### src/rtl/cpu_pkg.sv
// Shared pipeline definitions: ALU opcodes, execute-stage states and the
// control bundle carried alongside each instruction through the pipeline.
package cpu_pkg;

  localparam logic [1:0] ALU_ADD = 2'b00;
  localparam logic [1:0] ALU_SUB = 2'b01;
  localparam logic [1:0] ALU_MUL = 2'b10;
  localparam logic [1:0] ALU_AND = 2'b11;

  typedef enum logic {
    EX_IDLE,
    EX_MUL
  } ex_state_t;

  typedef struct packed {
    logic wbs;
    logic wme;
    logic mm;
    logic wm;
    logic am;
    logic ni;
  } ctrl_t;

endpackage

### src/rtl/seq_multiplier.sv
// Iterative shift-add multiplier, one multiplier bit per cycle, LSB first.
// product is the accumulator after the current step, so it is final while last=1.
module seq_multiplier #(
  parameter int unsigned WIDTH = 16
) (
  input  logic             clk,
  input  logic             rst_n,
  input  logic             start,
  input  logic             abort,
  input  logic [WIDTH-1:0] a,
  input  logic [WIDTH-1:0] b,
  output logic             busy,
  output logic             last,
  output logic [WIDTH-1:0] product
);

  localparam int unsigned CntBits = (WIDTH > 1) ? $clog2(WIDTH) : 1;

  logic               r_busy;
  logic [CntBits-1:0] r_cnt;
  logic [WIDTH-1:0]   r_mcand;
  logic [WIDTH-1:0]   r_mplier;
  logic [WIDTH-1:0]   r_acc;
  logic [WIDTH-1:0]   w_addend;

  assign w_addend = r_mplier[0] ? r_mcand : '0;
  assign product  = r_acc + w_addend;
  assign busy     = r_busy;
  assign last     = r_busy && (r_cnt == '0);

  always_ff @(posedge clk or negedge rst_n) begin
    if (!rst_n) begin
      r_busy   <= 1'b0;
      r_cnt    <= '0;
      r_mcand  <= '0;
      r_mplier <= '0;
      r_acc    <= '0;
    end else if (abort) begin
      r_busy <= 1'b0;
      r_cnt  <= '0;
    end else if (start) begin
      r_busy   <= 1'b1;
      r_cnt    <= CntBits'(WIDTH - 1);
      r_mcand  <= a;
      r_mplier <= b;
      r_acc    <= '0;
    end else if (r_busy) begin
      r_acc    <= product;
      r_mcand  <= r_mcand << 1;
      r_mplier <= r_mplier >> 1;
      if (r_cnt == '0) begin
        r_busy <= 1'b0;
      end else begin
        r_cnt <= r_cnt - 1'b1;
      end
    end
  end

endmodule

### src/rtl/execute_stage.sv
// Execute stage: single-cycle ADD/SUB/AND, iterative MUL that stalls the front end.
// The output registers form the Execute/Memory pipeline register.
module execute_stage
  import cpu_pkg::*;
#(
  parameter int unsigned WIDTH    = 16,
  parameter int unsigned REG_BITS = 4
) (
  input  logic                clk,
  input  logic                rst_n,
  input  logic                valid_in,
  input  logic [1:0]          ALUop_in,
  input  logic                wbs_in,
  input  logic                wme_in,
  input  logic                mm_in,
  input  logic                wm_in,
  input  logic                am_in,
  input  logic                ni_in,
  input  logic [WIDTH-1:0]    srcA_in,
  input  logic [WIDTH-1:0]    srcB_in,
  input  logic [REG_BITS-1:0] rd_in,
  input  logic                flush_in,
  output logic                stall_out,
  output logic                valid_out,
  output logic [WIDTH-1:0]    result_out,
  output logic                zero_out,
  output logic                neg_out,
  output logic                wbs_out,
  output logic                wme_out,
  output logic                mm_out,
  output logic                wm_out,
  output logic                am_out,
  output logic                ni_out,
  output logic [REG_BITS-1:0] rd_out
);

  ex_state_t           r_state;
  logic                r_valid;
  logic [WIDTH-1:0]    r_result;
  logic                r_zero;
  logic                r_neg;
  ctrl_t               r_ctrl;
  logic [REG_BITS-1:0] r_rd;
  ctrl_t               r_mul_ctrl;
  logic [REG_BITS-1:0] r_mul_rd;

  ctrl_t            w_ctrl_in;
  logic [WIDTH-1:0] w_alu;
  logic [WIDTH-1:0] w_next_result;
  logic [WIDTH-1:0] w_product;
  logic             w_mul_busy;
  logic             w_mul_last;
  logic             w_accept_mul;

  assign w_ctrl_in    = {wbs_in, wme_in, mm_in, wm_in, am_in, ni_in};
  assign w_accept_mul = (r_state == EX_IDLE) && valid_in && (ALUop_in == ALU_MUL);

  always_comb begin
    w_alu = '0;
    case (ALUop_in)
      ALU_ADD: w_alu = srcA_in + srcB_in;
      ALU_SUB: w_alu = srcA_in - srcB_in;
      ALU_AND: w_alu = srcA_in & srcB_in;
      default: w_alu = '0;
    endcase
  end

  assign w_next_result = (r_state == EX_MUL) ? w_product : w_alu;

  // Flush overrides everything; in MUL the stall drops on the counter==0 cycle.
  assign stall_out = !flush_in &&
                     (w_accept_mul || ((r_state == EX_MUL) && w_mul_busy && !w_mul_last));

  seq_multiplier #(
    .WIDTH(WIDTH)
  ) u_mul (
    .clk    (clk),
    .rst_n  (rst_n),
    .start  (w_accept_mul && !flush_in),
    .abort  (flush_in),
    .a      (srcA_in),
    .b      (srcB_in),
    .busy   (w_mul_busy),
    .last   (w_mul_last),
    .product(w_product)
  );

  always_ff @(posedge clk or negedge rst_n) begin
    if (!rst_n) begin
      r_state    <= EX_IDLE;
      r_valid    <= 1'b0;
      r_result   <= '0;
      r_zero     <= 1'b0;
      r_neg      <= 1'b0;
      r_ctrl     <= '0;
      r_rd       <= '0;
      r_mul_ctrl <= '0;
      r_mul_rd   <= '0;
    end else begin
      // Default is a bubble; result and flags hold.
      r_valid <= 1'b0;
      r_ctrl  <= '0;
      r_rd    <= '0;
      if (flush_in) begin
        r_state <= EX_IDLE;
      end else begin
        case (r_state)
          EX_IDLE: begin
            if (w_accept_mul) begin
              r_mul_ctrl <= w_ctrl_in;
              r_mul_rd   <= rd_in;
              r_state    <= EX_MUL;
            end else if (valid_in) begin
              r_valid  <= 1'b1;
              r_result <= w_next_result;
              r_zero   <= (w_next_result == '0);
              r_neg    <= w_next_result[WIDTH-1];
              r_ctrl   <= w_ctrl_in;
              r_rd     <= rd_in;
            end
          end
          EX_MUL: begin
            if (w_mul_last) begin
              r_valid  <= 1'b1;
              r_result <= w_next_result;
              r_zero   <= (w_next_result == '0);
              r_neg    <= w_next_result[WIDTH-1];
              r_ctrl   <= r_mul_ctrl;
              r_rd     <= r_mul_rd;
              r_state  <= EX_IDLE;
            end
          end
          default: r_state <= EX_IDLE;
        endcase
      end
    end
  end

  assign valid_out  = r_valid;
  assign result_out = r_result;
  assign zero_out   = r_zero;
  assign neg_out    = r_neg;
  assign wbs_out    = r_ctrl.wbs;
  assign wme_out    = r_ctrl.wme;
  assign mm_out     = r_ctrl.mm;
  assign wm_out     = r_ctrl.wm;
  assign am_out     = r_ctrl.am;
  assign ni_out     = r_ctrl.ni;
  assign rd_out     = r_rd;

endmodule

### config.mk
export PLATFORM = sky130hd
export DESIGN_NAME = execute_stage
export DESIGN_NICKNAME = d
export VERILOG_FILES = /design/src/rtl/cpu_pkg.sv /design/src/rtl/seq_multiplier.sv /design/src/rtl/execute_stage.sv
export SDC_FILE = /design/constraint.sdc
export NUM_CORES = 1
export LEC_CHECK = 0
export ABC_AREA = 1
export ABC_CLOCK_PERIOD_IN_PS = 2800
export BUFFER_PORTS_ARGS = -buffer_cell sky130_fd_sc_hd__buf_2
export CAP_MARGIN = 20
export CORE_MARGIN = 3
export CORE_UTILIZATION = 59
export CTS_CLUSTER_DIAMETER = 100
export DETAILED_ROUTE_END_ITERATION = 8
export GPL_TIMING_DRIVEN = 0
export PLACE_DENSITY = 0.81
export SYNTH_ARGS = -nofsm -noshare
export SYNTH_HDL_FRONTEND = slang
export SYNTH_SLANG_ARGS = --single-unit
### constraint.sdc
create_clock -name clk -period 2.8 [get_ports clk]
set_input_delay 0.56 -clock clk [delete_from_list [all_inputs] [get_ports clk]]
set_output_delay 0.56 -clock clk [all_outputs]
set_load 0.01 [all_outputs]
==> reports/qor.json <==
{
  "clock_tree": {
    "cts_root_buf": "sky130_fd_sc_hd__clkbuf_8",
    "cts.hold.buffers_added": 0,
    "cts_htree_levels": 3,
    "cts_sinks": 92,
    "tritoncts": "done",
    "clk_transition_reported_paths_ps": 100,
    "clock_insertion_delay_worst_skew_ps": 380,
    "clock_tree.buffer_depth": 2,
    "cts_made_buffers": 9
  },
  "final_layout": {
    "finish.net_count": 1137,
    "proportion_of_layout_cells_with_a_drive_suffix_above_1_pct": 20.2,
    "syn2layout_area_growth_pct": 19.9,
    "nFillCells": 856,
    "postLayoutCellArea_um2": 7790,
    "area_used_by_multi_input_combinational_logic_um2": 3890,
    "final-seq-area_um2": 2300,
    "stdcell_count": 1194,
    "antenna-diode-count": 0
  },
  "die": {
    "initial_utilization_pct": 61.8,
    "io-pin-count": 78,
    "die_area_um2": 12300,
    "core-area_um2": 10500,
    "die_w_um": 111,
    "die_h_um": 111,
    "placement_rows": 37
  },
  "drt": {
    "first_pass_iteration_count_of_the_detailed_router": 5,
    "routed-via-count": 6700,
    "routed_via_density": 5.61,
    "drt_drc_violations_left": 0,
    "detailedRoute.firstIterationViolations": 616,
    "route.antenna.remaining_nets": 0,
    "route.detailed.wl_per_inst_um": 15.5,
    "finalWirelength_mm": 18.5
  },
  "synth": {
    "synthesis.area_um2": 6500,
    "yosys_most_used_dff": "sky130_fd_sc_hd__dfrtp_1",
    "cell_taking_the_most_area_after_synthesis": "sky130_fd_sc_hd__dfrtp_1",
    "synthTopCellsByCount": "318 x sky130_fd_sc_hd__nand2_1, 132 x sky130_fd_sc_hd__inv_1, 92 x sky130_fd_sc_hd__dfrtp_1",
    "synthTopCellsByArea": "sky130_fd_sc_hd__dfrtp_1 35%, sky130_fd_sc_hd__nand2_1 18%, sky130_fd_sc_hd__inv_1 7.6%, sky130_fd_sc_hd__ha_1 6.5%, sky130_fd_sc_hd__nand3_1 5.6%",
    "mean_area_per_synthesized_cell_um2": 6.83,
    "yosys.area.top_type_share_pct": 35.4,
    "post_synthesis_cell_type_count": 41,
    "synth_seq_area_share_pct": 35.4,
    "synth_edf_count": 0,
    "yosysWarningCount": 0,
    "synth_cells": 952,
    "ys_seq_elements": 92,
    "synth_nets": 1036,
    "asyncSetResetFlopFracSynth_pct": 100,
    "post-synth-top-count-cell": "sky130_fd_sc_hd__nand2_1"
  },
  "outcome": {
    "outcome": "finished, final reports clean"
  },
  "place": {
    "dp_hpwl_mm": 14.1,
    "io_buffer_count": 77,
    "place.gp.congestion": 0.980,
    "post-place-cells": 1166,
    "placed_cell_area_um2": 7080,
    "place_ws_ps": -705
  },
  "flow_run": {
    "max-cap-violations": 0
  },
  "critical_path": {
    "r2r-end": "zero_out$_DFFE_PN0P_",
    "r2r_start": "u_mul.r_mplier[0]$_DFFE_PN0P_",
    "count_of_cells_along_the_worst_register_to_register_path": 18,
    "worst_setup_path_start_kind": "input pin",
    "r2r_slack_ps": 160,
    "critPathCaptureType": "flip-flop",
    "path_class": "in2reg",
    "timing.critical_path.fanout_max": 5,
    "cp.arrival_ps": 3020,
    "critPathRequiredTime_ps": 3070
  },
  "timing": {
    "report.final.setup_viol": 0,
    "unrepaired_setup_endpoints_after_global_routing": "yes",
    "fin_setup_tns_ps": 0,
    "hold_viol": 0,
    "post_route_clock_period_utilization_pct": 98.4,
    "worst_slack_ps": 45.0,
    "slew_headroom_pct": 60.3,
    "final_max_tran_viols": 0,
    "period_minus_slack_ps": 2750,
    "timing.clock.skew_ps": 12.6,
    "tightestPinTransition_ps": 595,
    "timing.fmax_mhz": 363
  },
  "pwr": {
    "p_per_area_nw_per_um2": 544,
    "totalPowerFinal_mw": 4.24,
    "share_of_total_power_in_combinational_logic_pct": 36.8,
    "power_switching_share_pct": 38.2,
    "vdd.ir_drop.worst_v": 0.000516,
    "p_int_mw": 2.62,
    "leakage_power_nw": 4.13,
    "power_switching_mw": 1.62,
    "power_frac_seq_pct": 41.4,
    "pwr-share-clk_pct": 21.8
  },
  "grt": {
    "pin_count_of_the_biggest_net_entering_global_routing": 56,
    "global_route_wire_length_before_repair_mm": 29.8,
    "number_of_global_route_vias_before_repair": 6054,
    "antenna_found_initial": 0,
    "gr-total-overflow": 0,
    "gr-usage-all-layers_pct": 29.6
  },
  "worst_hold_path": {
    "hold_path_class": "in2async"
  }
}
-- worst max-delay path by stage --
stage	to	cells after the start	startpoint	slack, ps
CTS	zero_out$_DFFE_PN0P_	21	srcB_in[2]	9
floorplan	zero_out$_DFFE_PN0P_	21	srcB_in[1]	60
global route	zero_out$_DFFE_PN0P_	23	srcB_in[4]	-130
detailed placement	zero_out$_DFFE_PN0P_	21	ALUop_in[1]	-700
global placement	zero_out$_DFFE_PN0P_	20	ALUop_in[1]	-650
finish	zero_out$_DFFE_PN0P_	22	srcB_in[1]	50
-- state kept, by name, summed over array words and instances (netlist names), 4 cells and up --
| name | count |
|---|---|
| rd_out | 4 |
| u_mul.r_cnt | 4 |
| r_mul_rd | 4 |
| u_mul.r_acc | 16 |
| r_mul_ctrl | 6 |
| result_out | 15 |
| u_mul.r_mplier | 16 |
| u_mul.r_mcand | 16 |
-- worst max-delay path: stages --
cell and delay, ps:
sky130_fd_sc_hd__buf_8 110, sky130_fd_sc_hd__inv_8 60, sky130_fd_sc_hd__ha_4 140, sky130_fd_sc_hd__nand4_1 120
sky130_fd_sc_hd__nor2_2 170, sky130_fd_sc_hd__nand3_2 120, sky130_fd_sc_hd__nand2_2 100, sky130_fd_sc_hd__xor2_1 70
sky130_fd_sc_hd__ha_1 400, sky130_fd_sc_hd__nand2_2 100, sky130_fd_sc_hd__buf_4 150, sky130_fd_sc_hd__nor2_4 100
sky130_fd_sc_hd__inv_1 40, sky130_fd_sc_hd__o21a_1 190, sky130_fd_sc_hd__nand3_1 90, sky130_fd_sc_hd__nand3_2 90
sky130_fd_sc_hd__nand2_2 130, sky130_fd_sc_hd__nand2_2 60, sky130_fd_sc_hd__nand2_1 60, sky130_fd_sc_hd__nor2_1 40
sky130_fd_sc_hd__nand2_1 60, sky130_fd_sc_hd__nand2_1 70
-- per-stage QoR --
step | utilization [%] | hold WS [ps]
finish | 74.1 | 128
global route | 74.1 | 148
CTS | 70.6 | 143
detailed placement | 67.4 | 459
global placement | 67.1 | 454
floorplan | - | 264
-- per-layer routing --
metal | vias up | global-route usage (%) | part of all wire [%]
li1 | 3276 | - | -
met1 | 3152 | 42.0 | 44
met2 | 243 | 47.4 | 48
met3 | 29 | 5.57 | 6.4
met4 | 0 | 6.65 | 1.7
met5 | - | 0 | 0
-- final cells by class --
| type | instances | area share (%) |
|---|---|---|
| Clock inverter | 6 | 0.883 |
| Timing Repair Buffer | 91 | 7.23 |
| Buffer | 27 | 1.61 |
| Inverter | 138 | 6.97 |
| Sequential cell | 92 | 29.6 |
| Tap cell | 136 | 2.18 |
| Clock buffer | 10 | 1.64 |
| Multi-Input combinational cell | 694 | 49.9 |
-- kinds of logic after synthesis --
kind of cell	synth area share, %
AND/OR/NAND/NOR	31.4
buffers and inverters	9.94
AO/OA/AOI/OAI	13.9
flip-flops	35.4
adder cells (fa/ha/maj)	7.16
XOR/XNOR	2.16
-- power groups by stage --
| stage | clock [mW] | sequential [mW] | combinational, mW |
|---|---|---|---|
| after global routing | 0.993 | 1.79 | 1.75 |
| final | 0.924 | 1.75 | 1.56 |
| after floorplan | 0 | 1.76 | 0.946 |
| after global placement | 0 | 1.75 | 1.36 |
| after CTS | 0.932 | 1.75 | 1.42 |
| after detailed placement | 0 | 1.76 | 1.39 |
-- repair_timing --
item                                    CTS  global route
endpoints found under the setup margin    8             7
resized for setup                        35            79
pin swaps                                 9            38
setup buffers                             2            11
-- layout by cell type (no fill, tap or decap), types with 3 or more instances in the layout --
master,count
sky130_fd_sc_hd__xnor2_1,5
sky130_fd_sc_hd__nor2_4,6
sky130_fd_sc_hd__nand3_1,66
sky130_fd_sc_hd__inv_2,7
sky130_fd_sc_hd__xor2_1,10
sky130_fd_sc_hd__inv_6,5
sky130_fd_sc_hd__buf_2,86
sky130_fd_sc_hd__inv_1,125
sky130_fd_sc_hd__nand3b_1,3
sky130_fd_sc_hd__clkbuf_1,11
sky130_fd_sc_hd__o21ai_0,57
sky130_fd_sc_hd__nor3_1,3
sky130_fd_sc_hd__nand2_2,25
sky130_fd_sc_hd__o221ai_1,13
sky130_fd_sc_hd__dfrtp_1,91
sky130_fd_sc_hd__a21oi_1,25
sky130_fd_sc_hd__nand4_1,7
sky130_fd_sc_hd__nand2_4,3
sky130_fd_sc_hd__o22ai_1,11
sky130_fd_sc_hd__buf_4,14
sky130_fd_sc_hd__ha_2,4
sky130_fd_sc_hd__nand3_2,7
sky130_fd_sc_hd__and2_1,12
sky130_fd_sc_hd__ha_4,4
sky130_fd_sc_hd__ha_1,26
sky130_fd_sc_hd__nor2_1,51
sky130_fd_sc_hd__o211ai_1,5
sky130_fd_sc_hd__nor2_2,5
sky130_fd_sc_hd__o21ai_1,7
sky130_fd_sc_hd__clkbuf_8,9
sky130_fd_sc_hd__a31oi_1,12
sky130_fd_sc_hd__nand2_1,293
sky130_fd_sc_hd__a21oi_2,9
No activity file was read; power rests on OpenSTA's default activity.
